<file path="src/rtl/uart_cmd_sequencer_if.sv">
// Signal bundle between the command source / UART_tx and uart_cmd_sequencer.
// master = command source side, slave = the sequencer itself.
interface uart_cmd_sequencer_if #(
    parameter int unsigned DATA_W = 8,
    parameter int unsigned DEPTH  = 8
);
    localparam int unsigned CntW = $clog2(DEPTH) + 1;

    logic              push;
    logic [DATA_W-1:0] push_data;
    logic              start;
    logic              abort;
    logic              clr_err;
    logic              tx_done;
    logic [DATA_W-1:0] tx_data;
    logic              trmt;
    logic              busy;
    logic              seq_done;
    logic              timeout_err;
    logic              ovf_err;
    logic [CntW-1:0]   count;
    logic              full;
    logic              empty;

    modport master (
        output push, push_data, start, abort, clr_err, tx_done,
        input  tx_data, trmt, busy, seq_done, timeout_err, ovf_err, count, full, empty
    );

    modport slave (
        input  push, push_data, start, abort, clr_err, tx_done,
        output tx_data, trmt, busy, seq_done, timeout_err, ovf_err, count, full, empty
    );
endinterface

</file>
<file path="src/rtl/uart_cmd_sequencer.sv">
// Buffers command bytes in a FIFO and feeds them one at a time to a UART
// transmitter, with an inter-byte gap, a per-byte watchdog and an abort.
module uart_cmd_sequencer #(
    parameter int unsigned DATA_W  = 8,
    parameter int unsigned DEPTH   = 8,
    parameter int unsigned TMO_W   = 24,
    parameter int unsigned TMO_CYC = 10_000_000,
    parameter int unsigned GAP_CYC = 50
) (
    input logic                 clk,
    input logic                 rst,
    uart_cmd_sequencer_if.slave bus_io
);
    localparam int unsigned PtrW = $clog2(DEPTH);
    localparam int unsigned CntW = PtrW + 1;
    localparam int unsigned GapW = (GAP_CYC > 1) ? $clog2(GAP_CYC + 1) : 1;
    localparam logic [TMO_W-1:0] TmoLast = TMO_W'(TMO_CYC - 1);
    localparam logic [GapW-1:0]  GapLast = GapW'(GAP_CYC);

    typedef enum logic [1:0] {StIdle, StLoad, StWaitDone, StGap} state_e;

    state_e             state_q, state_d;
    logic [TMO_W-1:0]   wd_q, wd_d;
    logic [GapW-1:0]    gap_q, gap_d;
    logic [PtrW-1:0]    wptr_q, wptr_d, rptr_q, rptr_d;
    logic [CntW-1:0]    cnt_q, cnt_d;
    logic [DATA_W-1:0]  tx_data_q, tx_data_d;
    logic               seq_done_q, seq_done_d;
    logic               tmo_err_q, tmo_err_d;
    logic               ovf_err_q, ovf_err_d;
    logic [DATA_W-1:0]  mem [DEPTH];

    logic pop, flush, tmo_set, done_set, next_byte, push_ok, ovf_set, full, empty;

    assign full  = (cnt_q == CntW'(DEPTH));
    assign empty = (cnt_q == '0);

    always_comb begin
        state_d   = state_q;
        wd_d      = wd_q;
        gap_d     = gap_q;
        pop       = 1'b0;
        flush     = 1'b0;
        tmo_set   = 1'b0;
        done_set  = 1'b0;
        next_byte = 1'b0;
        unique case (state_q)
            StIdle: begin
                if (bus_io.start && !empty) state_d = StLoad;
            end
            StLoad: begin
                pop     = 1'b1;
                wd_d    = '0;
                state_d = StWaitDone;
            end
            StWaitDone: begin
                // tx_done beats a watchdog expiry in the same cycle
                if (bus_io.tx_done) begin
                    if (GAP_CYC == 0) begin
                        next_byte = 1'b1;
                    end else begin
                        state_d = StGap;
                        gap_d   = '0;
                    end
                end else if (wd_q == TmoLast) begin
                    tmo_set = 1'b1;
                    flush   = 1'b1;
                    state_d = StIdle;
                end else begin
                    wd_d = wd_q + 1'b1;
                end
            end
            StGap: begin
                if (gap_q == GapLast) next_byte = 1'b1;
                else                  gap_d = gap_q + 1'b1;
            end
            default: state_d = StIdle;
        endcase

        if (next_byte) begin
            if (!empty) begin
                state_d = StLoad;
            end else begin
                state_d  = StIdle;
                done_set = 1'b1;
            end
        end

        if (bus_io.abort) begin
            state_d  = StIdle;
            pop      = 1'b0;
            flush    = 1'b1;
            tmo_set  = 1'b0;
            done_set = 1'b0;
        end
    end

    always_comb begin
        push_ok   = bus_io.push && (!full || pop) && !flush;
        ovf_set   = bus_io.push && full && !pop && !flush;
        wptr_d    = wptr_q;
        rptr_d    = rptr_q;
        cnt_d     = cnt_q;
        tx_data_d = tx_data_q;
        if (flush) begin
            wptr_d = '0;
            rptr_d = '0;
            cnt_d  = '0;
        end else begin
            if (push_ok) wptr_d = wptr_q + 1'b1;
            if (pop)     rptr_d = rptr_q + 1'b1;
            cnt_d = cnt_q + CntW'(push_ok) - CntW'(pop);
        end
        if (pop) tx_data_d = mem[rptr_q];
        seq_done_d = done_set;
        tmo_err_d  = (tmo_err_q && !bus_io.clr_err) || tmo_set;
        ovf_err_d  = (ovf_err_q && !bus_io.clr_err) || ovf_set;
    end

    always_ff @(posedge clk) begin
        if (rst) begin
            state_q    <= StIdle;
            wd_q       <= '0;
            gap_q      <= '0;
            wptr_q     <= '0;
            rptr_q     <= '0;
            cnt_q      <= '0;
            tx_data_q  <= '0;
            seq_done_q <= 1'b0;
            tmo_err_q  <= 1'b0;
            ovf_err_q  <= 1'b0;
        end else begin
            state_q    <= state_d;
            wd_q       <= wd_d;
            gap_q      <= gap_d;
            wptr_q     <= wptr_d;
            rptr_q     <= rptr_d;
            cnt_q      <= cnt_d;
            tx_data_q  <= tx_data_d;
            seq_done_q <= seq_done_d;
            tmo_err_q  <= tmo_err_d;
            ovf_err_q  <= ovf_err_d;
        end
    end

    always_ff @(posedge clk) begin
        if (push_ok && !rst) mem[wptr_q] <= bus_io.push_data;
    end

    // Head byte is shown combinationally during LOAD so it is valid with trmt.
    assign bus_io.tx_data     = (state_q == StLoad) ? mem[rptr_q] : tx_data_q;
    assign bus_io.trmt        = (state_q == StLoad) && !bus_io.abort;
    assign bus_io.busy        = (state_q != StIdle);
    assign bus_io.seq_done    = seq_done_q;
    assign bus_io.timeout_err = tmo_err_q;
    assign bus_io.ovf_err     = ovf_err_q;
    assign bus_io.count       = cnt_q;
    assign bus_io.full        = full;
    assign bus_io.empty       = empty;
endmodule

</file>
<file path="src/flat_wrapper.sv">
// flat-port wrapper written by rule: the top's interface ports become plain ports
module uart_cmd_sequencer_flat 
#(
    parameter int unsigned DATA_W  = 8,
    parameter int unsigned DEPTH   = 8,
    parameter int unsigned TMO_W   = 24,
    parameter int unsigned TMO_CYC = 10_000_000,
    parameter int unsigned GAP_CYC = 50
)
  (clk, rst, bus_io_push, bus_io_push_data, bus_io_start, bus_io_abort, bus_io_clr_err, bus_io_tx_done, bus_io_tx_data, bus_io_trmt, bus_io_busy, bus_io_seq_done, bus_io_timeout_err, bus_io_ovf_err, bus_io_count, bus_io_full, bus_io_empty);
  uart_cmd_sequencer_if #(.DATA_W(DATA_W), .DEPTH(DEPTH)) bus_io_i ();
  input logic clk;
  input logic rst;
  input wire logic [$bits(bus_io_i.push)-1:0] bus_io_push;
  input wire logic [$bits(bus_io_i.push_data)-1:0] bus_io_push_data;
  input wire logic [$bits(bus_io_i.start)-1:0] bus_io_start;
  input wire logic [$bits(bus_io_i.abort)-1:0] bus_io_abort;
  input wire logic [$bits(bus_io_i.clr_err)-1:0] bus_io_clr_err;
  input wire logic [$bits(bus_io_i.tx_done)-1:0] bus_io_tx_done;
  output wire logic [$bits(bus_io_i.tx_data)-1:0] bus_io_tx_data;
  output wire logic [$bits(bus_io_i.trmt)-1:0] bus_io_trmt;
  output wire logic [$bits(bus_io_i.busy)-1:0] bus_io_busy;
  output wire logic [$bits(bus_io_i.seq_done)-1:0] bus_io_seq_done;
  output wire logic [$bits(bus_io_i.timeout_err)-1:0] bus_io_timeout_err;
  output wire logic [$bits(bus_io_i.ovf_err)-1:0] bus_io_ovf_err;
  output wire logic [$bits(bus_io_i.count)-1:0] bus_io_count;
  output wire logic [$bits(bus_io_i.full)-1:0] bus_io_full;
  output wire logic [$bits(bus_io_i.empty)-1:0] bus_io_empty;
  assign bus_io_i.push = bus_io_push;
  assign bus_io_i.push_data = bus_io_push_data;
  assign bus_io_i.start = bus_io_start;
  assign bus_io_i.abort = bus_io_abort;
  assign bus_io_i.clr_err = bus_io_clr_err;
  assign bus_io_i.tx_done = bus_io_tx_done;
  assign bus_io_tx_data = bus_io_i.tx_data;
  assign bus_io_trmt = bus_io_i.trmt;
  assign bus_io_busy = bus_io_i.busy;
  assign bus_io_seq_done = bus_io_i.seq_done;
  assign bus_io_timeout_err = bus_io_i.timeout_err;
  assign bus_io_ovf_err = bus_io_i.ovf_err;
  assign bus_io_count = bus_io_i.count;
  assign bus_io_full = bus_io_i.full;
  assign bus_io_empty = bus_io_i.empty;
  uart_cmd_sequencer #(.DATA_W(DATA_W), .DEPTH(DEPTH), .TMO_W(TMO_W), .TMO_CYC(TMO_CYC), .GAP_CYC(GAP_CYC)) u_core (.clk(clk), .rst(rst), .bus_io(bus_io_i));
endmodule
</file>
<file path="config.mk">
export PLATFORM = sky130hd
export DESIGN_NAME = uart_cmd_sequencer_flat
export DESIGN_NICKNAME = d
export VERILOG_FILES = /design/src/rtl/uart_cmd_sequencer_if.sv /design/src/rtl/uart_cmd_sequencer.sv /design/src/flat_wrapper.sv
export SDC_FILE = /design/constraint.sdc
export NUM_CORES = 1
export LEC_CHECK = 0
export BUFFER_PORTS_ARGS = -buffer_cell sky130_fd_sc_hd__buf_2
export CAP_MARGIN = 20
export CORE_AREA = 2 2 104 156
export DETAILED_ROUTE_END_ITERATION = 7
export DIE_AREA = 0 0 106 158
export GPL_TIMING_DRIVEN = 0
export PLACE_DENSITY_LB_ADDON = 0.2
export SLEW_MARGIN = 10
export SYNTH_ARGS = -nofsm -noshare
export SYNTH_HDL_FRONTEND = slang
export SYNTH_SLANG_ARGS = --single-unit
</file>
<file path="constraint.sdc">
create_clock -name clk -period 2.85 [get_ports clk]
set_clock_uncertainty 0.05 [all_clocks]
set_input_delay 0.57 -clock clk [delete_from_list [all_inputs] [get_ports clk]]
set_output_delay 0.57 -clock clk [all_outputs]
set_load 0.01 [all_outputs]
</file>
==> metrics.cfg, run 1 <==
[run_status]
outcome = complete, no violations

[synthesis]
ys_async_sr_fraction_pct = 0
synth_top_area_cell = edfxtp_1
synth_area_per_cell_um2 = 12.0
synth_flop_cell = edfxtp_1
synthDominantCellAreaShare_pct = 36.5
ys_seq_elements = 120
synth_enable_flop_cells = 64
synth_most_common_cell = edfxtp_1
yosysSeqAreaShare_pct = 57.8
netlist_top_cells_area = edfxtp_1 37%, dfxtp_1 21%, mux4_2 6.8%, nor2_1 4.4%, ha_1 3.6%
synthCells = 439
syn-num-nets = 470
synth_cell_types = 50
yosysWarnings = 0
synth_common_cells = 64 x edfxtp_1, 61 x nor2_1, 56 x dfxtp_1
synth_area_um2 = 5260

[floorplan]
coreArea_um2 = 15500
pin_count = 34
initial_core_util_pct = 34.0
num_rows = 56
fp.dieArea_um2 = 16700
dieHeight_um = 158
die_x_um = 106

[placed_design]
dp.cells = 677
hpwl_um = 8120
portBuffers = 33
detailedPlace.worstSlack_ns = -0.363
place_congestion = 0.764

[job]
maxCapViolations = 0

[setup_path]
critPathArrivalTime_ns = 2.97
cp.required_ns = 3.11
path_max_fanout = 7
path_class = reg2reg
cp-end-kind = register
start_kind = register

[timing]
hold_viol = 0
slew_headroom_pct = 32.0
tightest_slew_ns = 1.02
fin_crit_sh_pct = 95.3
finalSetupViolCount = 0
timing.final.ws_setup_ns = 0.134
final.setup.tns_ns = 0
period_needed_ns = 2.72
slew_viol_final = 0
hold-worst-slack_ns = 0.359
rsz0062_at_grt = true
fmax_ghz = 0.368

[layout]
finalNetCount = 525
fin_util_pct = 40.9
drive_gt1_share_pct = 20.3
seqCellArea_um2 = 3050
final_cells = 710
n_antenna_cell = 0
syn_to_final_growth_pct = 20.4
multiInputGateArea_um2 = 2080
n_fill_cell = 1464

[power]
p_seq_share_pct = 45.6
clkPwrFrac_pct = 51.7
switchingPower_w = 0.000867
peakVddDrop_mv = 0.418
switching_share_pct = 21.6
p_leak_nw = 2.15
p_int_w = 0.00315
combPwrFrac_pct = 2.8
power_density_nw_per_um2 = 635

[cts]
ctsLongestPathBuffers = 2
cts_made_buffers = 17
clkTransAtPathRegs_ns = 0.06
cts_hold_repair.buffers = 0
htreeDepth = 4
cts_root_buf = clkbuf_16
cts_sinks = 120
clkLatencyLatePin_ns = 0.42
cts_tree = yes

[global_routing]
grt_remaining_overflow = 0
grt_pass1_vias = 3599
track_usage_pct = 14.8
grt_max_degree = 17
grt_pass1_wl_um = 18600
antenna_found_initial = 0

[detailed_routing]
via_per_inst = 4.92
drt_iter0_markers = 132
vias = 3491
drc = 0
ant_nets = 0
drt-pass1-iter-count = 5
drt-total-wl_um = 11500
avgRoutedWirePerCell_um = 16.2

[min_path]
hold_path.class = in2reg

[what timing repair did]
action                                 in CTS  in global routing
setup endpoints to repair                  41                 28
endpoints found under the hold margin       0                  0
gates resized for setup                    12                  2
pin swaps                                   0                  1
setup buffers                               0                  3
[cells in the final DEF (no fill, tap or decap), types with 7 or more instances in the layout]
| cell | synthesis | routed |
|---|---|---|
| clkbuf_16 | 0 | 17 |
| a21oi_1 | 23 | 23 |
| nor2_1 | 61 | 60 |
| dfxtp_1 | 56 | 54 |
| ha_1 | 15 | 15 |
| nand3_1 | 16 | 16 |
| nand2b_1 | 7 | 7 |
| buf_2 | 1 | 33 |
| o21ai_0 | 12 | 12 |
| nand2_1 | 22 | 22 |
| xnor2_1 | 14 | 14 |
| mux4_2 | 16 | 16 |
| mux2i_1 | 13 | 12 |
| or3_1 | 8 | 8 |
| xor2_1 | 8 | 8 |
| a211oi_1 | 8 | 8 |
| clkbuf_1 | 12 | 8 |
| inv_1 | 22 | 22 |
| edfxtp_1 | 64 | 64 |
[worst paths after layout]
check / cells past startpoint / from / slack [ns] / to
setup / recovery: 10 / u_core.wd_q[8]$_SDFFE_PP0P_ / 0.13 / u_core.bus_io.count[3]$_SDFF_PP0_
hold / removal: 2 / bus_io_abort / 0.36 / u_core.bus_io.seq_done$_SDFF_PP0_
setup reg to reg: 10 / u_core.wd_q[8]$_SDFFE_PP0P_ / 0.13 / u_core.bus_io.count[3]$_SDFF_PP0_
hold reg to reg: 2 / u_core.bus_io.ovf_err$_SDFF_PP0_ / 0.43 / u_core.bus_io.ovf_err$_SDFF_PP0_
[cell type report]
type | count | share of cell area, %
multi-input combinational | 280 | 32.8
sequential | 120 | 48.1
timing repair buffer | 38 | 3.20
inverter | 22 | 1.30
clock buffer | 18 | 6.77
buffer | 15 | 1.44
tap | 203 | 4.01
clock inverter | 14 | 2.35
[power by group through the flow]
stage           logic, W  clock network (W)  registers [W]
6_report        0.000111            0.00208        0.00183
3_5_place_dp    0.000111                  0        0.00187
5_1_grt         0.000125            0.00219        0.00183
2_1_floorplan  0.0000588                  0        0.00187
4_1_cts         0.000112            0.00211        0.00183
3_3_place_gp    0.000108                  0        0.00187
[stage by stage]
stage / power (W) / area, um2
after global placement: 0.00198 / 5680
final: 0.00402 / 6340
after global routing: 0.00415 / 6340
after CTS: 0.00406 / 6310
after detailed placement: 0.00198 / 5710
after floorplan: 0.00193 / 5260
[per-layer routing]
| metal | track usage, % | vias up | part of all wire, % |
|---|---|---|---|
| met5 | 0 | - | 0 |
| li1 | - | 1710 | - |
| met4 | 6.52 | 0 | 1.8 |
| met2 | 27.7 | 67 | 54 |
| met3 | 3.38 | 16 | 3.1 |
| met1 | 15.9 | 1698 | 41 |
[cell families after synthesis]
group / count (synthesis) / share of synthesized area (%)
flip-flops: 120 / 57.8
AO/OA/AOI/OAI: 59 / 7.28
adder cells (fa/ha/maj): 16 / 3.95
multiplexers: 30 / 9.53
XOR/XNOR: 22 / 3.66
buffers and inverters: 39 / 3.02
AND/OR/NAND/NOR: 153 / 14.7
[critical path, cell delays in order (launching register included)]
cell     delay (ns)
dfxtp_1        0.36
or3_1          0.39
or4_4          0.52
buf_6          0.16
nor4_4         0.30
nor2_1         0.08
ha_1           0.21
a21o_1         0.16
a21oi_1        0.18
xnor2_1        0.15
nor2_1         0.06
[flip-flops by register name, summed over array words and instances (netlist names), named ones only]
signal                     cells
u_core.bus_io.seq_done         1
u_core.mem                    64
u_core.tx_data_q               8
u_core.state_q                 2
u_core.bus_io.count            4
u_core.bus_io.ovf_err          1
u_core.wd_q                   24
u_core.rptr_q                  3
u_core.gap_q                   6
u_core.wptr_q                  3
u_core.bus_io.timeout_err      1
(Power assumes the default switching activity.)
==> inputs of run 2 (changes only) <==
==> constraint.sdc (replaced) <==
create_clock -name clk -period 2.85 [get_ports clk]
set_clock_uncertainty 0.05 [all_clocks]
set_input_delay 0.57 -clock clk [delete_from_list [all_inputs] [get_ports clk]]
set_output_delay 0.57 -clock clk [all_outputs]
set_load 0.1 [all_outputs]
==> metrics.cfg, run 2 (synthesized netlist as in run 1, its figures left out) <==
[run_status]
outcome = complete, no violations

[global_routing]
top_usage_layer = met2
met1_usage_pct = 17.0  ; +1.1 points
track_usage_pct = 14.9  ; about the same
antenna_found_initial = 0  ; unchanged
grt_remaining_overflow = 0  ; unchanged
met3_usage_pct = 3.33  ; -0.041 points
grt_pass1_vias = 3658  ; +1.6%
grt_pass1_wl_um = 18700  ; +0.23%
grt_max_degree = 17  ; unchanged
grtUsageMet2_pct = 26.5  ; -1.2 points

[detailed_routing]
drt_iter0_markers = 191  ; +45%
vias = 3528  ; +1.1%
avgRoutedWirePerCell_um = 16.2  ; -0.14%
drt-pass1-iter-count = 6  ; +1
via_per_inst = 4.98  ; +1.3%
ant_nets = 0  ; unchanged
drc = 0  ; unchanged
drt-total-wl_um = 11500  ; -0.42%

[placed_design]
hpwl_um = 8210  ; +1.0%
place_congestion = 0.791  ; +3.5%
dp.cells = 677  ; unchanged
portBuffers = 33  ; unchanged
detailedPlace.worstSlack_ns = -0.435  ; -0.0721 ns

[timing]
hold-worst-slack_ns = 0.360  ; +0.00146 ns
tightest_slew_ns = 0.937  ; -0.0795 ns
hold_viol = 0  ; unchanged
slew_headroom_pct = 37.3  ; +5.3 points
period_needed_ns = 2.75  ; +0.0325 ns
rsz0062_at_grt = true
timing.final.ws_setup_ns = 0.101  ; -0.0325 ns
finalSetupViolCount = 0  ; unchanged
slew_viol_final = 0  ; unchanged
fmax_ghz = 0.364  ; -1.2%
fin_crit_sh_pct = 96.4  ; +1.1 points

[job]
maxCapViolations = 0  ; unchanged

[layout]
top_register = u_core.mem
n_fill_cell = 1454  ; -0.68%
drive_gt1_share_pct = 22.2  ; +1.9 points
n_antenna_cell = 0  ; unchanged
syn_to_final_growth_pct = 22.5
final_common_cell = edfxtp_1
seqCellArea_um2 = 3050  ; about the same
largest_register_ffs = 64  ; unchanged
finalNetCount = 523  ; -0.38%
multiInputGateArea_um2 = 2180  ; +4.7%
reg_top3 = u_core.mem: 64 flops, u_core.wd_q: 24 flops, u_core.tx_data_q: 8 flops
final_cells = 708  ; -0.28%
final_cell_mix = 64 x edfxtp_1, 61 x nor2_1, 53 x dfxtp_1

[floorplan]
die_x_um = 106  ; unchanged
coreArea_um2 = 15500  ; unchanged
pin_count = 34  ; unchanged
num_rows = 56  ; unchanged
fp.dieArea_um2 = 16700  ; unchanged
initial_core_util_pct = 34.0  ; unchanged
dieHeight_um = 158  ; unchanged

[cts]
htreeDepth = 4  ; unchanged
cts_root_buf = clkbuf_16
cts_hold_repair.buffers = 0  ; unchanged
cts_tree = yes
cts_sinks = 120  ; unchanged
clkTransAtPathRegs_ns = 0.05  ; about the same
ctsLongestPathBuffers = 2  ; unchanged
clkLatencyLatePin_ns = 0.41  ; about the same
cts_made_buffers = 17  ; unchanged

[setup_path]
path_max_fanout = 10  ; +3
cp.required_ns = 2.23  ; -0.88 ns
max_stage_delay_ns = 0.34  ; -0.18 ns
worstPathCellList = inv_1, ha_1, buf_2, clkbuf_8, nor2_1, a21oi_4, buf_4
path_class = reg2out
start_kind = register
cpMaxStageDelayCell = dfxtp_1
critPathArrivalTime_ns = 2.13  ; -0.84 ns
cp-end-kind = output port

[min_path]
hold_path.class = in2reg

[power]
peakVddDrop_mv = 0.478  ; +14%
p_leak_nw = 2.16  ; +0.68%
power_density_nw_per_um2 = 628  ; -1.1%

run 2: cell types whose count changed in the layout (fill, tap and decap cells not counted), sizes merged:
cell,delta
clkbuf,+6
buf,-2
clkinv,-2
inv,-2
bufinv,-1
clkinvlp,-1
run 2: layout make-up:
| type | instances | area share (%) |
|---|---|---|
| flip-flops and latches | 120 | 47.3 |
| multi-input cells | 280 | 33.8 |
| clock buffers | 24 | 7.82 |
| well taps | 203 | 3.94 |
| repair buffers | 37 | 3.34 |
| plain buffers | 14 | 1.49 |
| inverters | 22 | 1.28 |
| clock inverters | 8 | 1.09 |
run 2: worst max-delay path, delay by kind of cell (launching register included):
| family | cells | cell delay, ns |
|---|---|---|
| simple gates | 1 | 0.09 |
| fa+ha+maj | 1 | 0.21 |
| compound gates | 1 | 0.13 |
| buf+inv | 4 | 0.95 |
| flops | 1 | 0.34 |
run 2: timing repair:
action | 4_1_cts | 5_1_grt
setup buffers | 0 | 2
endpoints found under the setup margin | 45 | 36
pin swaps | 0 | 1
gates cloned | 0 | 0
gates resized for setup | 27 | 3
run 2: final timing paths:
check	start	end	slack (ns)	cells after the start
max	u_core.state_q[1]$_SDFFE_PP0P_	bus_io_tx_data[6]	0.10	7
min reg2reg	u_core.bus_io.timeout_err$_SDFF_PP0_	u_core.bus_io.timeout_err$_SDFF_PP0_	0.43	2
min	bus_io_abort	u_core.bus_io.seq_done$_SDFF_PP0_	0.36	2
max reg2reg	u_core.wd_q[8]$_SDFFE_PP0P_	u_core.bus_io.count[1]$_SDFF_PP0_	0.16	9
run 2: power by group:
group	internal, W	switching, W	total (W)
clock network	0.00132	0.000726	0.00204
logic	0.0000450	0.000127	0.000172
registers	0.00183	0.00000544	0.00183
total	0.00319	0.000858	0.00405
run 2: stage by stage:
step	util [%]	cell area, um2	total power (W)	TNS, ns
finish	41.6	6450	0.00405	0
global route	41.6	6450	0.00418	-0.690
CTS	41.5	6430	0.00410	-0.0167
detailed placement	37.3	5780	0.00204	-6.72
global placement	37.2	5760	0.00203	-14.06
floorplan	-	5340	0.00199	-0.180
run 2: per-layer routing:
layer,vias to the layer above,wire length (um)
li1,1712,-
met1,1745,4930
met2,56,6000
met3,15,359
met4,0,174
met5,-,0
